`config.mk`:
```
export PLATFORM = sky130hd
export DESIGN_NAME = cpm_arb_xbar
export DESIGN_NICKNAME = d
export VERILOG_FILES = /design/src/rtl/cpm_arb_pkg.sv /design/src/rtl/cpm_arb_rr_dst.sv /design/src/rtl/cpm_arb_xbar.sv
export SDC_FILE = /design/constraint.sdc
export NUM_CORES = 1
export LEC_CHECK = 0
export CAP_MARGIN = 10
export CORE_AREA = 3 3 170 131
export DETAILED_ROUTE_END_ITERATION = 16
export DIE_AREA = 0 0 173 134
export GPL_ROUTABILITY_DRIVEN = 0
export PLACE_DENSITY = 0.84
export SYNTH_ARGS = -nofsm -noshare
export SYNTH_HDL_FRONTEND = slang
export SYNTH_HIERARCHICAL = 1
export SYNTH_SLANG_ARGS = --single-unit
```
`constraint.sdc`:
```
create_clock -name clk -period 7.8 [get_ports clk]
set_input_delay 1.56 -clock clk [delete_from_list [all_inputs] [get_ports clk]]
set_output_delay 1.56 -clock clk [all_outputs]
set_load 0.02 [all_outputs]
```
`src/rtl/cpm_arb_pkg.sv`:
```
// Shared types and the rotating-priority pick used by every destination of cpm_arb_xbar.
package cpm_arb_pkg;

  localparam int REQ_NUM_DEF = 8;
  localparam int DST_NUM_DEF = 4;

  // Largest REQ_NUM rr_pick can scan; index fields are sized to it.
  localparam int RR_MAX = 64;
  localparam int RR_IW  = $clog2(RR_MAX);

  typedef enum logic {
    ST_UNLOCKED = 1'b0,
    ST_LOCKED   = 1'b1
  } lock_st_e;

  typedef struct packed {
    lock_st_e         lock;
    logic [RR_IW-1:0] own;
    logic [RR_IW-1:0] ptr;
  } dst_state_t;

  typedef struct packed {
    logic             found;
    logic [RR_IW-1:0] idx;
  } rr_pick_t;

  // First set bit of cand (below n) after ptr, wrapping modulo n.
  function automatic rr_pick_t rr_pick(
    input logic [RR_MAX-1:0] cand,
    input logic [RR_IW-1:0]  ptr,
    input logic [RR_IW:0]    n
  );
    rr_pick_t         res;
    logic [RR_IW:0]   pos;
    res = '0;
    for (int off = 1; off <= RR_MAX; off++) begin
      pos = {1'b0, ptr} + (RR_IW+1)'(off);
      if (pos >= n) pos = pos - n;
      if (!res.found && ((RR_IW+1)'(off) <= n) && cand[pos[RR_IW-1:0]]) begin
        res.found = 1'b1;
        res.idx   = pos[RR_IW-1:0];
      end
    end
    return res;
  endfunction

endpackage

```
`src/rtl/cpm_arb_rr_dst.sv`:
```
// One destination: candidate filter, round-robin pick, and the burst lock FSM
// (burst lock built only when CPM_ARB_BURST_LOCK_EN is defined).
module cpm_arb_rr_dst
  import cpm_arb_pkg::*;
#(
  parameter int REQ_NUM = REQ_NUM_DEF,
  parameter int DST_NUM = DST_NUM_DEF,
  parameter int DST_ID  = 0,
  parameter int REQ_AW  = $clog2(REQ_NUM),
  parameter int DST_AW  = $clog2(DST_NUM)
) (
  input  logic                          clk,
  input  logic                          rst_n,
  input  logic [REQ_NUM-1:0]            req_vld,
  input  logic [REQ_NUM-1:0][DST_AW-1:0] req_dst,
  input  logic [REQ_NUM-1:0]            req_last,
  input  logic [REQ_NUM-1:0]            blocked,
  input  logic                          rdy,
  output logic                          vld,
  output logic [REQ_AW-1:0]             sel,
  output logic [REQ_NUM-1:0]            gnt,
  output dst_state_t                    state
);

  // Handshake: a beat moves when vld && rdy; gnt of the selected requester
  // asserts in that same cycle and the state commits on the next clk edge.

  logic [REQ_NUM-1:0] hit;
  logic [RR_MAX-1:0]  cand;
  rr_pick_t           pick;
  dst_state_t         st_q, st_d;
  logic [RR_IW-1:0]   sel_q, sel_full;
  logic               owner_vld, xfer;

  always_comb begin
    hit  = '0;
    cand = '0;
    for (int r = 0; r < REQ_NUM; r++) begin
      hit[r]  = req_vld[r] && (req_dst[r] == DST_AW'(DST_ID));
      cand[r] = hit[r] && !blocked[r];
    end
  end

  assign pick = rr_pick(cand, st_q.ptr, (RR_IW+1)'(REQ_NUM));

  // Output process: the owner alone is eligible while locked.
  always_comb begin
    owner_vld = 1'b0;
    for (int r = 0; r < REQ_NUM; r++) begin
      if (st_q.own == RR_IW'(r)) owner_vld = hit[r];
    end
    if (st_q.lock == ST_LOCKED) begin
      vld      = owner_vld;
      sel_full = st_q.own;
    end else begin
      vld      = pick.found;
      sel_full = pick.found ? pick.idx : sel_q;
    end
    xfer = vld && rdy;
    sel  = '0;
    gnt  = '0;
    for (int r = 0; r < REQ_NUM; r++) begin
      if (sel_full == RR_IW'(r)) begin
        sel    = REQ_AW'(r);
        gnt[r] = xfer;
      end
    end
  end

`ifdef CPM_ARB_BURST_LOCK_EN
  logic last_beat;

  always_comb begin
    last_beat = 1'b0;
    for (int r = 0; r < REQ_NUM; r++) begin
      if (sel_full == RR_IW'(r)) last_beat = req_last[r];
    end
    st_d = st_q;
    if (xfer) begin
      if (last_beat) begin
        st_d.lock = ST_UNLOCKED;
        st_d.ptr  = sel_full;
      end else if (st_q.lock == ST_UNLOCKED) begin
        st_d.lock = ST_LOCKED;
        st_d.own  = sel_full;
      end
    end
  end
`else
  logic unused_last;
  assign unused_last = ^req_last;

  // Every beat counts as last: lock and owner stay at their reset values.
  always_comb begin
    st_d      = st_q;
    st_d.lock = ST_UNLOCKED;
    st_d.own  = '0;
    if (xfer) st_d.ptr = sel_full;
  end
`endif

  always_ff @(posedge clk or negedge rst_n) begin
    if (!rst_n) begin
      st_q.lock <= ST_UNLOCKED;
      st_q.own  <= '0;
      st_q.ptr  <= RR_IW'(REQ_NUM - 1);
      sel_q     <= '0;
    end else begin
      st_q  <= st_d;
      sel_q <= sel_full;
    end
  end

  assign state = st_q;

endmodule

```
`src/rtl/cpm_arb_xbar.sv`:
```
// REQ_NUM x DST_NUM round-robin arbiter with optional burst lock (CPM_ARB_BURST_LOCK_EN);
// drives per-destination mux selects and per-requester grants.
module cpm_arb_xbar
  import cpm_arb_pkg::*;
#(
  parameter int REQ_NUM = REQ_NUM_DEF,
  parameter int DST_NUM = DST_NUM_DEF,
  parameter int REQ_AW  = $clog2(REQ_NUM),
  parameter int DST_AW  = $clog2(DST_NUM)
) (
  input  logic                           clk,
  input  logic                           rst_n,
  input  logic [REQ_NUM-1:0]             req_vld,
  input  logic [REQ_NUM-1:0][DST_AW-1:0] req_dst,
  input  logic [REQ_NUM-1:0]             req_last,
  input  logic [DST_NUM-1:0]             dst_rdy,
  output logic [REQ_NUM-1:0]             gnt,
  output logic [DST_NUM-1:0]             dst_vld,
  output logic [DST_NUM-1:0][REQ_AW-1:0] dst_sel
);

  dst_state_t [DST_NUM-1:0]              st;
  logic [DST_NUM-1:0][REQ_NUM-1:0]       held, blocked, dgnt;
  logic [REQ_NUM-1:0]                    held_any;
  logic                                  unused_ptr;

  // A requester owning a lock on one destination may not compete on any other.
  always_comb begin
    held       = '0;
    held_any   = '0;
    blocked    = '0;
    unused_ptr = 1'b0;
    for (int d = 0; d < DST_NUM; d++) begin
      for (int r = 0; r < REQ_NUM; r++) begin
        held[d][r] = (st[d].lock == ST_LOCKED) && (st[d].own == RR_IW'(r));
      end
      held_any   = held_any | held[d];
      unused_ptr = unused_ptr ^ (^st[d].ptr);
    end
    for (int d = 0; d < DST_NUM; d++) begin
      blocked[d] = held_any & ~held[d];
    end
  end

  for (genvar d = 0; d < DST_NUM; d++) begin : g_dst
    cpm_arb_rr_dst #(
      .REQ_NUM (REQ_NUM),
      .DST_NUM (DST_NUM),
      .DST_ID  (d),
      .REQ_AW  (REQ_AW),
      .DST_AW  (DST_AW)
    ) u_dst (
      .clk      (clk),
      .rst_n    (rst_n),
      .req_vld  (req_vld),
      .req_dst  (req_dst),
      .req_last (req_last),
      .blocked  (blocked[d]),
      .rdy      (dst_rdy[d]),
      .vld      (dst_vld[d]),
      .sel      (dst_sel[d]),
      .gnt      (dgnt[d]),
      .state    (st[d])
    );
  end

  always_comb begin
    gnt = '0;
    for (int d = 0; d < DST_NUM; d++) gnt = gnt | dgnt[d];
  end

endmodule

```
==> impl_metrics.toml <==
[run_status]
status = "finished, final reports clean"

[synth]
synth_edf_count = 0
synth-seq-cells = 48
synthTopCellsByCount = "88 x ha_1, 74 x xnor2_1, 68 x nand2_1, 54 x a21oi_1, 51 x nor2_1"
synth.yosys.seq_area_share = 0.1078
yosys.area.top_type = "ha_1"
async_reset_ff_frac = 1.000
netlist_instances = 1329
synth.avg_cell_area_um2 = 8.489
synthesis.area_um2 = 11280
yosysMostFrequentCell = "ha_1"
ys_top_cells_by_area = "ha_1 9.8%, dfrtp_1 8.0%, xnor2_1 5.7%"
synth_cell_types = 129
synth_ff_type = "dfrtp_1"
ys_warn_count = 6
synth.top_cell.area_share = 0.09759

[power_and_ir_drop]
comb_power_share = 0.850
p_int_w = 0.002257
ir_drop_mv = 0.6876
p_per_area_nw_per_um2 = 417.5
power.switching_w = 0.002728
power_leakage_nw = 4.531
clockPowerShare = 0.045
seqPwrFrac = 0.105
switching_share = 0.5472

[detailed_routing]
avgRoutedWirePerCell_um = 19.45
drt_first_pass_iters = 7
viasPerCell = 6.730
drc = 0
antenna_left = 0
wl_mm = 31.56
vias = 10920
drtIter0Drc = 1133

[clocking]
cts_buffer_depth = 2
cts_root_buffer = "clkbuf_16"
cts_hold_buf = 0
numCtsBuffers = 5
cts_tree = "built"
cts_sinks = 48
clk_pin_slew_ns = 0.06
clock_latency_ns = 0.30
cts_max_level = 2

[floorplan]
io_pins = 62
start_util = 0.5415
floorplan.core_area_um2 = 20840
design.die.area_um2 = 23180
row_count = 46
fp.dieH_um = 134
fp.dieW_um = 173

[setup_path]
r2r_end = "g_dst[0].u_dst/state[2]"
cp.arrival_ns = 5.99
slowest_delay_ns = 0.78
startpoint_type = "primary input"
crit_type = "in -> out"
rr_startpoint = "g_dst[0].u_dst/state[1]"
end_kind = "output port"
worst-path-max-fanout = 10
cp-startpoint = "req_dst[11]"
rr_worst_depth = 15
cp_top_family = "simple AND/OR/NAND/NOR gates"
cpMostUsedCell = "clkdlybuf4s50_1"
reg2reg_slack_ns = 3.25
crit_slowest_cell = "o311ai_2"
path_buf_inv = 2
required_ns = 6.24
cp_cell_sequence = "clkdlybuf4s50_1 -> or4b_4 -> mux2_2 -> mux4_2 -> nor2_4 -> nor4_1 -> o311ai_2 -> and4bb_2 -> or4_1 -> clkdlybuf4s50_1"

[worst_hold_path]
min_to = "g_dst[0].u_dst/sel_q[3]"
hold_path_depth = 1
min_path_type = "reg -> reg"
min-delay-start = "g_dst[0].u_dst/sel_q[3]"

[sta]
hold_viol = 0
post-route-period-util = 0.9674
finalClockSkew_ns = 0.004036
setup_violations = 0
tightest_slew_ns = 0.8937
fmax_mhz = 132.5
maxSlewHeadroom = 0.4033
period_needed_ns = 7.546
rsz0062_at_grt = "no"
whs_ns = 0.4830
setup_tns_ns = 0
slew_violations = 0

[global_route]
grt_pass1_wl_mm = 52.45
gr-total-overflow = 0
grt_use_total = 0.2659
grt_pass1_vias = 10320
grt_max_degree = 49
antenna_found_initial = 1

[finish]
register_area_um2 = 1216
num-nets-final = 1460
diodes = 0
fillers = 1838
area_delta_synth_final_pct = 5.833
multi_input_area_um2 = 9321
drive_gt1_frac = 0.1446

[flow_run]
maxCapViolations = 0

[placement]
portBuffers = 53
hpwl_mm = 24.29
==> layer usage <==
layer / GRT usage / routed length, um / up-vias
li1: - / - / 5093
met1: 0.3795 / 14180 / 5243
met2: 0.4176 / 13870 / 528
met3: 0.05631 / 3039 / 56
met4: 0.05266 / 449 / 2
met5: 0 / 13 / -
==> cell usage in the layout, fill, tap and decap left out, types with 12 or more instances in the layout <==
master	n
clkdlybuf4s50_1	52
o21ai_0	30
and4b_1	14
dfstp_2	12
a21o_1	14
a31oi_1	32
ha_1	88
dfrtp_1	36
mux2i_1	21
nand2_1	68
conb_1	28
xor2_1	13
and2_1	36
nand4b_1	13
inv_1	50
and3_1	15
nor2b_1	27
nor3_1	47
nand4bb_1	17
nand3b_1	13
mux4_2	21
o31ai_1	18
nand3_1	24
o22ai_1	23
mux2_2	25
xnor2_1	74
inv_2	18
nand2b_1	28
nor4_1	16
nor2_1	51
a21oi_1	54
o31a_1	15
or2_2	13
nor3b_1	14
==> cells by family after synthesis <==
kind of cell,after synthesis,synth area share
AOI/OAI and AO/OA,356,0.2479
buffers and inverters,165,0.07530
other,4,0.001330
adders and majority gates,89,0.09848
muxes,69,0.08916
xor gates and xnor gates,95,0.08351
and+or+nand+nor,503,0.2966
DFF,48,0.1078
==> registers in the layout, indices dropped and copies added, names as in the netlist <==
name	count
g_dst.u_dst/sel_q	24
g_dst.u_dst/state	24
==> worst max path at each step <==
stage                        end  cells past startpoint
after floorplan           gnt[3]                     10
after global placement    gnt[6]                     11
after detailed placement  gnt[1]                     12
after CTS                 gnt[1]                     12
after global routing      gnt[4]                     17
final                     gnt[3]                     10
==> through the flow <==
stage                       util  power (W)  instance area [um^2]  setup WS, ns  cells
after floorplan                -   0.003490                 11370         1.549   1353
after global placement    0.5648   0.004510                 11770        0.2933   1613
after detailed placement  0.5648   0.004621                 11770        0.2434   1613
after CTS                 0.5718   0.004881                 11910        0.2144   1621
after global routing      0.5731   0.005358                 11940       0.02063   1623
final                     0.5731   0.004985                 11940        0.2545   1623
==> power by group through the flow <==
stage	clock network [W]	logic [W]	registers, W
after floorplan	0	0.00311	0.000379
after global placement	0	0.00400	0.000510
after detailed placement	0	0.00410	0.000517
after CTS	0.000227	0.00414	0.000514
after global routing	0.000233	0.00459	0.000538
final	0.000222	0.00424	0.000524
==> final cells by class <==
| type | count | area share |
|---|---|---|
| multi-input cells | 1140 | 0.7807 |
| flip-flops and latches | 48 | 0.1019 |
| repair buffers | 64 | 0.05093 |
| well taps | 288 | 0.03018 |
| inverters | 75 | 0.02410 |
| clock buffers | 8 | 0.01226 |
==> timing repair <==
item	4_1_cts	5_1_grt
endpoints found under the hold margin	0	0
setup buffers	0	2
endpoints found under the setup margin	0	8
gates resized for setup	0	2
(Power assumes the default switching activity.)
